===== config.mk =====
export PLATFORM = sky130hd
export DESIGN_NAME = ps2_move_tracker
export DESIGN_NICKNAME = d
export VERILOG_FILES = /design/src/rtl/ps2_move_tracker.sv
export SDC_FILE = /design/constraint.sdc
export NUM_CORES = 1
export LEC_CHECK = 0
export BUFFER_PORTS_ARGS = -buffer_cell sky130_fd_sc_hd__buf_2
export CAP_MARGIN = 20
export CORE_MARGIN = 2
export CORE_UTILIZATION = 49
export DETAILED_ROUTE_END_ITERATION = 7
export PLACE_DENSITY = 0.76
export SLEW_MARGIN = 40
export SYNTH_ARGS = -nofsm -noshare
export SYNTH_HDL_FRONTEND = slang
export SYNTH_SLANG_ARGS = --single-unit

===== constraint.sdc =====
create_clock -name CLOCK_50 -period 2.3 [get_ports CLOCK_50]
set_input_delay 0.115 -clock CLOCK_50 [delete_from_list [all_inputs] [get_ports CLOCK_50]]
set_output_delay 0.115 -clock CLOCK_50 [all_outputs]
set_load 0.005 [all_outputs]

===== src/rtl/ps2_move_tracker.sv =====
// PS/2 scancode decoder for W/A/S/D and the arrow keys. It tracks which keys are held
// and issues paced move commands: one immediate move per new press, then auto-repeat.
module ps2_move_tracker #(
    parameter int REPEAT_DELAY = 25_000_000,
    parameter int REPEAT_RATE  = 5_000_000
) (
    input  logic       CLOCK_50,
    input  logic       resetn,
    input  logic [7:0] ps2_data,
    input  logic       ps2_data_en,
    input  logic       move_ready,
    output logic       move_valid,
    output logic [1:0] move_dir,
    output logic [3:0] keys_held,
    output logic [7:0] last_code
);

    localparam int CNT_MAX = (REPEAT_DELAY > REPEAT_RATE) ? REPEAT_DELAY : REPEAT_RATE;
    localparam int CW      = $clog2(CNT_MAX + 1);
    localparam logic [CW-1:0] DELAY_LD = CW'(REPEAT_DELAY);
    // The tick at zero uses up one cycle, so reloading with RATE-1 spaces repeats RATE apart.
    localparam logic [CW-1:0] RATE_LD  = CW'(REPEAT_RATE - 1);

    typedef enum logic [1:0] {S_IDLE, S_BRK, S_EXT, S_EXT_BRK} state_t;

    state_t        state, state_next;
    logic [CW-1:0] cnt;
    logic          active_valid;
    logic [1:0]    active_dir;

    logic [2:0] plain_map, ext_map;
    logic       make_hit, brk_hit, is_prefix;
    logic [1:0] key_dir;
    logic [3:0] key_mask, held_after_brk;
    logic       new_press, brk_active, repeat_req;

    // Each lookup returns {hit, dir}.
    function automatic logic [2:0] map_plain(input logic [7:0] b);
        case (b)
            8'h1D:   map_plain = 3'b1_00;
            8'h1C:   map_plain = 3'b1_01;
            8'h1B:   map_plain = 3'b1_10;
            8'h23:   map_plain = 3'b1_11;
            default: map_plain = 3'b0_00;
        endcase
    endfunction

    function automatic logic [2:0] map_ext(input logic [7:0] b);
        case (b)
            8'h75:   map_ext = 3'b1_00;
            8'h6B:   map_ext = 3'b1_01;
            8'h72:   map_ext = 3'b1_10;
            8'h74:   map_ext = 3'b1_11;
            default: map_ext = 3'b0_00;
        endcase
    endfunction

    function automatic logic [1:0] prio_dir(input logic [3:0] held);
        if (held[3])      prio_dir = 2'b00;
        else if (held[2]) prio_dir = 2'b01;
        else if (held[1]) prio_dir = 2'b10;
        else              prio_dir = 2'b11;
    endfunction

    assign plain_map = map_plain(ps2_data);
    assign ext_map   = map_ext(ps2_data);
    assign is_prefix = (ps2_data == 8'hF0) || (ps2_data == 8'hE0);

    always_ff @(posedge CLOCK_50) begin
        if (!resetn) state <= S_IDLE;
        else         state <= state_next;
    end

    always_comb begin
        state_next = state;
        make_hit   = 1'b0;
        brk_hit    = 1'b0;
        key_dir    = 2'b00;
        if (ps2_data_en) begin
            case (state)
                S_IDLE: begin
                    if (ps2_data == 8'hF0)      state_next = S_BRK;
                    else if (ps2_data == 8'hE0) state_next = S_EXT;
                    else begin
                        make_hit = plain_map[2];
                        key_dir  = plain_map[1:0];
                    end
                end
                S_BRK: begin
                    brk_hit    = plain_map[2];
                    key_dir    = plain_map[1:0];
                    state_next = S_IDLE;
                end
                S_EXT: begin
                    if (ps2_data == 8'hF0) state_next = S_EXT_BRK;
                    else begin
                        make_hit   = ext_map[2];
                        key_dir    = ext_map[1:0];
                        state_next = S_IDLE;
                    end
                end
                S_EXT_BRK: begin
                    brk_hit    = ext_map[2];
                    key_dir    = ext_map[1:0];
                    state_next = S_IDLE;
                end
                default: state_next = S_IDLE;
            endcase
        end
    end

    assign key_mask       = 4'b1000 >> key_dir;
    assign held_after_brk = keys_held & ~key_mask;
    assign new_press      = make_hit && ((keys_held & key_mask) == 4'b0000);
    assign brk_active     = brk_hit && active_valid && (key_dir == active_dir);
    assign repeat_req     = active_valid && (cnt == '0) && !new_press && !brk_active;

    always_ff @(posedge CLOCK_50) begin
        if (!resetn) begin
            keys_held    <= 4'b0000;
            last_code    <= 8'h00;
            cnt          <= '0;
            active_valid <= 1'b0;
            active_dir   <= 2'b00;
            move_valid   <= 1'b0;
            move_dir     <= 2'b00;
        end else begin
            if (ps2_data_en && !is_prefix) last_code <= ps2_data;

            if (new_press)    keys_held <= keys_held | key_mask;
            else if (brk_hit) keys_held <= held_after_brk;

            if (new_press) begin
                active_valid <= 1'b1;
                active_dir   <= key_dir;
                cnt          <= DELAY_LD;
            end else if (brk_active) begin
                if (held_after_brk != 4'b0000) begin
                    active_dir <= prio_dir(held_after_brk);
                    cnt        <= DELAY_LD;
                end else begin
                    active_valid <= 1'b0;
                    cnt          <= '0;
                end
            end else if (active_valid) begin
                cnt <= (cnt == '0) ? RATE_LD : cnt - 1'b1;
            end

            // A new press always wins; a repeat only lands if the slot is free this cycle.
            if (new_press) begin
                move_valid <= 1'b1;
                move_dir   <= key_dir;
            end else if (repeat_req && (!move_valid || move_ready)) begin
                move_valid <= 1'b1;
                move_dir   <= active_dir;
            end else if (move_ready) begin
                move_valid <= 1'b0;
            end
        end
    end

endmodule

# Word level (Yosys, flattened, before mapping)
# Index checks and enable logic that the tools add are counted.
# word_totals
reg_bits	45
inputBits	12
output_inout_bits	15
# op_classes
add_sub_neg	1
n_eq_ne	16
shifts	1
mux	39
n_bitwise	5
n_reduce_logical	30
# op_table
op	n
$mux W25	5
$eq A8 B7 Y1 const B	4
$mux W2	14
$logic_not A25 Y1	1
$sub A25 B1 Y25 const B	1
$eq A8 B5 Y1 const B	3
$pmux W3 S4	2
$eq A8 B8 Y1 const B	2
$mux W1	12
$reduce_bool A2 Y1	5
$and A4 B4 Y4	2
$eq A8 B6 Y1 const B	1
$logic_and A1 B1 Y1	8
$mux W4	2
$pmux W2 S4	1
$pmux W2 S3	1
$reduce_and A2 Y1	3
$reduce_bool A3 Y1	2
$eq A2 B2 Y1 const B	2
$logic_not A1 Y1	4
$logic_not A4 Y1	1
$not A4 Y4	1
$or A4 B4 Y4	1
$pmux W1 S2	2
other kinds (10)	12

# Longest topological paths before layout
# Gate-level depths: netlist of run 1.
# depth
word_depth	16
ltp_mapped	12
ltp_nobuf	10

# Worst setup path after synthesis of run 1
# Ideal clock, no wire load.
# synth_path
path_type	register -> register
startpoint	reg cnt[0]
endpoint	reg cnt[22]
setup_ns	0.074
t_arrival_ns	2.327
required_ns	2.226
path_slack_ns	-0.101
stages_incl_launch_ff	10
n_path_buf	0
period_less_slack_ns	2.401
path_cell_list	dfxtp_1 -> inv_1 -> ha_1 -> or3b_2 -> nor4_2 -> nand3_1 -> or4_1 -> a21oi_1 -> o22ai_1 -> a31oi_1
# synth_via
elab_chain_len	5
# synth_lines
item	line_no	source
start, declared	27	logic [CW-1:0] cnt;
start signal, assigned	146	cnt <= (cnt == '0) ? RATE_LD : cnt - 1'b1;
$sub A25 B1 Y25 or $logic_not A25 Y1 (tied branches)	146	
$mux W25 (*)	146	
$mux W25 (*)	145	end else if (active_valid) begin
$mux W25 (*)	137	end else if (brk_active) begin
$mux W25 (*)	133	if (new_press) begin
# Every way passes the cells marked *; elsewhere a longest branch is shown, timed or not. The select of a mux whose other input is x is not followed.
# A chain may end at the register's enable or synchronous reset.

# Final worst setup path of run 1
# layout_path
startpoint	reg cnt[18]
endpoint	reg cnt[17]
# layout_via
elab_chain_len	4
# layout_lines
item	line_no
$logic_not A25 Y1	146
$mux W25	146
$mux W25	145
$mux W25	137
# No other way between the ends. The select of a mux whose other input is x is not followed.

==> results of run 1 <==
layout by cell type, fill, tap and decap left out, types with 8 or more instances in the layout:
master   count
nand3_1     13
nor3_1      13
buf_4       75
a22oi_1      8
a21oi_1     39
nand2_1     27
buf_2       26
inv_1       10
nor2_1      34
dfxtp_1     41
o21ai_0     20
routing by layer:
metal / wire [µm] / share of wire [%] / global-route usage (%)
met5: 0 / 0 / 0
met4: 165 / 1.8 / 7.80
met3: 661 / 7.1 / 5.17
met2: 4580 / 49 / 45.3
met1: 3950 / 42 / 35.7
flip-flops by register name, indices dropped and copies added (netlist names), named ones only:
signal,count
active_valid,1
active_dir,2
state,2
move_dir,2
last_code,8
move_valid,1
cnt,25
repair_timing:
action	in CTS	in global routing
pin swaps	11	25
setup buffers	5	10
setup endpoints to repair	28	30
gates resized for setup	24	28
logic make-up (layout without fill, tap and decap cells):
group | count (synthesis) | after routing | synth area share, %
multiplexers | 7 | 7 | 2.46
XOR/XNOR | 7 | 7 | 2.81
adder cells (fa/ha/maj) | 2 | 2 | 0.878
AND/OR/NAND/NOR | 149 | 149 | 29.2
flip-flops | 45 | 45 | 31.6
buffers and inverters | 33 | 128 | 6.02
AO/OA/AOI/OAI | 123 | 123 | 27.0
path summary, 6_finish.rpt:
kind | endpoint | slack (ns) | cells after the start
max | cnt[17] | -0.07 | 7
min | move_valid | 0.11 | 3
min reg2reg | last_code[0] | 0.47 | 2
max reg2reg | cnt[17] | -0.07 | 7
power by group through the flow:
stage | clock network (mW) | logic (mW) | registers, mW
global route | 0.574 | 0.450 | 0.807
CTS | 0.546 | 0.350 | 0.805
finish | 0.543 | 0.421 | 0.806
global placement | 0 | 0.322 | 0.822
floorplan | 0 | 0.204 | 0.823
detailed placement | 0 | 0.329 | 0.823
critical path: stages, from the launching register on:
cell and delay [ns]:
dfxtp_1 0.33, or3_4 0.40, or4_4 0.46, or3_4 0.46, buf_4 0.17, nand2_4 0.07
o21ai_0 0.11, a31o_1 0.26
final cells by class:
type | count | share of cell area, %
multi-input cells | 288 | 50.9
flip-flops and latches | 45 | 23.1
repair buffers | 107 | 20.0
well taps | 72 | 2.30
clock buffers | 6 | 2.11
inverters | 13 | 1.24
clock inverters | 2 | 0.351
==> metrics, run 1 <==
Psw=0.537 mW; status=finished, violations left; Area after DPL=3500 µm²; Post-synth ARST share=0%; post-route setup slack=-0.0713 ns; critical path launch point=cnt[18]; gp weighted congestion=0.928; H-tree level count=2; clk sink count=45; placed insts=510; RSZ-0062 raised after global routing=true; post-synthesis sequential area ratio=31.6%; register area=906 µm²; Cells after Synth=366; DIE HEIGHT=80.3 µm; CTS tree=built; most frequent cells after synthesis=45 x dfxtp_1, 43 x a21oi_1, 37 x nor2_1; Hold Vio Cnt, Final=0; critical-path maximum fanout=7; vias in the first global route=3035; total power=1.77 mW; FF+latch count, synth=45; 1st-iter DRT viols=431; hold crit path type=primary input to flip-flop; Switching Share=30.3%; detailed placer's ending HPWL=6.10 mm; cell taking the most area after synthesis=dfxtp_1; footprint of the multi-input gates=2000 µm²; Lkg Pwr=1.59 nW; Sequential Power Share=45.5%; Max Cap Viol=0; kind of critical path=flip-flop to flip-flop; Worst-Margin Slew=0.632 ns; DRC Markers=0; total track usage=27.2%; setup TNS=-0.165 ns; Critical Path Source Type=flip-flop; Finished Cell Area=3920 µm²; drt total wl=9.36 mm; detailed-route wire length per cell=17.6 µm; CP Data Arrival Time=2.58 ns; die width=80.3 µm; synthesized area=2850 µm²; Post-synth EDFFs=0; Via Count=3338; Clock Power Share=30.7%; ratio of final minimum period to clock period=103%; Post-synth top flop=dfxtp_1; CTS hold repair buffers=0; crit end category=flip-flop; largest net degree at the start of global routing=34; # diodes=0; nets=474; Syn Nets=380; Tmin final=2.37 ns; clock skew=0.00707 ns; Ports=27; initial antenna violation count=0; share of post-route cells with drive strength above 1=37.7%; Fin Hold WS=0.111 ns; # fillers=425; Reg-to-Reg Start=cnt[18]; hold_sp=move_ready; internal power=1.23 mW; Clock transition at path regs=0.09 ns; Comb pwr share=23.8%; CTS max path bufs=2; Critical Path RT=2.51 ns; violated checks=negative setup slack; global-route wire length before repair=13.9 mm; DP Worst Slack=-0.235 ns; YS warnings=0; peak supply drop=354 µV; f_max=422 MHz; Final Non-Filler Cells=533; most common cell in the netlist=dfxtp_1; pwr dens=451 nW/µm²; clock buffers created by TritonCTS=5; Antenna Violating Nets Remaining=0; fin util=70.3%; vias per cell=6.26; top area cells in the synthesized netlist=dfxtp_1 32%, a21oi_1 7.6%, nor2_1 4.9%, o21ai_0 4.0%, nand2_1 3.6%; Initial Util=51.1%; Yosys cell types=63; Setup Viol. Count Final=6; mean post-synth cell area=7.78 µm²; core area=5570 µm²; root buf cell=clkbuf_8; Initial DRT Pass Iterations=6; row count=27; top cell type's share of synthesized area=31.6%; area grow syn2layout=37.6%; later-pin clock latency in the skew report=0.31 ns; Slew HR=57.4%; die area=6440 µm²; PortBufs=26; GRT overflow=0; final max-slew violation count=0
Power figures use the tool's default switching activity.
==> run 2: changes to the inputs <==
--- a/config.mk
+++ b/config.mk
@@ -5,10 +5,12 @@
 export SDC_FILE = /design/constraint.sdc
 export NUM_CORES = 1
 export LEC_CHECK = 0
-export BUFFER_PORTS_ARGS = -buffer_cell sky130_fd_sc_hd__buf_2
+export BUFFER_PORTS_ARGS = -buffer_cell sky130_fd_sc_hd__clkbuf_2
 export CAP_MARGIN = 20
+export CORE_ASPECT_RATIO = 1.25
 export CORE_MARGIN = 2
 export CORE_UTILIZATION = 49
+export CTS_CLUSTER_DIAMETER = 200
 export DETAILED_ROUTE_END_ITERATION = 7
 export PLACE_DENSITY = 0.76
 export SLEW_MARGIN = 40
==> run 2 against run 1 <==
Effect of this change:
- the run still ends with negative setup slack left
- critical endpoint is now cnt[18]
- highest routed layer unchanged
- global-route usage shrank 1.4 points
- combinational power grew 8.6%
- clock skew grew 0.0037 ns
- critical path type unchanged
- die area is essentially flat
==> metrics, run 2 (synthesized netlist as in run 1, its figures left out) <==
crit end category=flip-flop; nets=488; RSZ-0062 raised after global routing=true; DRC Markers=0; max reg flops=25; clock skew=0.0108 ns; clk sink count=45; die width=72.2 µm; Worst Setup EP=cnt[18]; drt total wl=9.30 mm; CTS max path bufs=2; register area=905 µm²; Reg2Reg Capture Point=cnt[18]; CTS hold repair buffers=0; Lkg Pwr=1.63 nW; Regs by FF count=cnt x25, last_code x8; Setup Viol. Count Final=10; commonest non-fill, non-tap cell in the layout=buf_4; Ports=27; vias per cell=6.25; detailed-route wire length per cell=17.2 µm; PortBufs=26; gp weighted congestion=0.899; CP Data Arrival Time=2.57 ns; post-route setup slack=-0.0419 ns; Clock transition at path regs=0.08 ns; setup TNS=-0.219 ns; 1st-iter DRT viols=322; Reg-to-Reg Start=state[1]; total power=1.77 mW; DIE HEIGHT=89.3 µm; WP buf/inv=1; kind of critical path=flip-flop to flip-flop; Reg with most FFs=cnt; r2r setup slk=-0.04 ns; final max-slew violation count=0; root buf cell=clkbuf_8; Max Cap Viol=0; Cell Chain, Critical Path=or3_4, o22a_4, mux2i_2, or3b_4, nor2b_4, buf_6, o31ai_1, a31oi_1; Critical Path Source Type=flip-flop; detailed placer's ending HPWL=6.04 mm; Initial Util=50.0%; die area=6440 µm²; Antenna Violating Nets Remaining=0; status=finished, violations left; CP max stage delay=0.43 ns; critical-path maximum fanout=8; largest net degree at the start of global routing=19; Via Count=3376; global-route wire length before repair=13.3 mm; H-tree level count=2; Tmin final=2.34 ns; violated checks=negative setup slack; # diodes=0; Reg2Reg Depth=8; Hold Vio Cnt, Final=0; commonest non-fill, non-tap cells in the layout=84 x buf_4, 42 x dfxtp_1, 37 x a21oi_1; CP max-delay cell=or3b_4; later-pin clock latency in the skew report=0.30 ns; core area=5700 µm²; clock buffers created by TritonCTS=5; row count=31; vias in the first global route=2931; area grow syn2layout=43.7%; pwr dens=431 nW/µm²; critical path launch point=state[1]; ratio of final minimum period to clock period=102%; total track usage=25.8%; GRT overflow=0; footprint of the multi-input gates=2090 µm²; initial antenna violation count=0; hold crit path type=primary input to flip-flop; Worst-Margin Slew=0.580 ns; CTS tree=built; # fillers=399; CP top delay family=simple AND/OR/NAND/NOR gates; Critical Path RT=2.52 ns; f_max=427 MHz; share of post-route cells with drive strength above 1=42.8%; DP Worst Slack=-0.120 ns; Initial DRT Pass Iterations=5; peak supply drop=260 µV; Slew HR=60.9%; Crit path depth=8
## run 2: changes by cell type in the layout (fill, tap and decap cells not counted), moves of 3 or more
cell and delta:
a22oi_1 -3, a22oi_2 +3, buf_2 -26, buf_4 +9
buf_6 +7, clkbuf_2 +26, nor2_1 -3, nor2_2 +5
o21ai_2 +3
## run 2: layer usage
metal,GRT usage (%),vias up,routed length [µm],share of wire (%)
li1,-,1574,-,-
met1,30.4,1585,3470,37
met2,47.5,175,4820,52
met3,3.04,42,597,6.4
met4,9.61,0,419,4.5
met5,0,-,0,0
## run 2: power by group
group / switching (mW) / total, mW / internal [mW]
Combinational: 0.242 / 0.457 / 0.215
Sequential: 0.0114 / 0.805 / 0.794
Clock: 0.264 / 0.503 / 0.239
## run 2: layout make-up
class	count	share of cell area (%)
sequential	45	22.1
timing repair buffer	120	21.5
clock buffer	7	2.11
multi-input combinational	289	51.1
inverter	13	1.19
tap	66	2.02
## run 2: worst min path at each step
stage,start,to,slack [ns],cells past startpoint
detailed placement,last_code[7],last_code[7],0.44,2
global placement,last_code[7],last_code[7],0.43,2
finish,move_ready,move_valid,0.13,3
floorplan,ps2_data[0],last_code[0],0.25,2
CTS,move_ready,move_valid,0.13,3
global route,move_ready,move_valid,0.13,3
## run 2: stage by stage
step / hold slack [ns] / cell area, µm² / instances / util (%)
2_1_floorplan: 0.251 / 2870 / 366 / -
3_3_place_gp: 0.435 / 3560 / 516 / 62.4
3_5_place_dp: 0.438 / 3560 / 516 / 62.4
4_1_cts: 0.127 / 3740 / 529 / 65.5
5_1_grt: 0.132 / 4100 / 540 / 71.8
6_report: 0.126 / 4100 / 540 / 71.8
## run 2: worst register-to-register path, stage by stage (launching register included)
cell     delay (ns)
dfxtp_2        0.35
or3_4          0.34
o22a_4         0.28
mux2i_2        0.21
or3b_4         0.43
nor2b_4        0.25
buf_6          0.18
o31ai_1        0.08
a31oi_1        0.16
## run 2: what timing repair did
| item | in CTS | in global routing |
|---|---|---|
| pin swaps | 4 | 26 |
| endpoints found under the setup margin | 20 | 32 |
| cloned | 0 | 1 |
| buffers inserted | 6 | 10 |
| resized for setup | 16 | 65 |
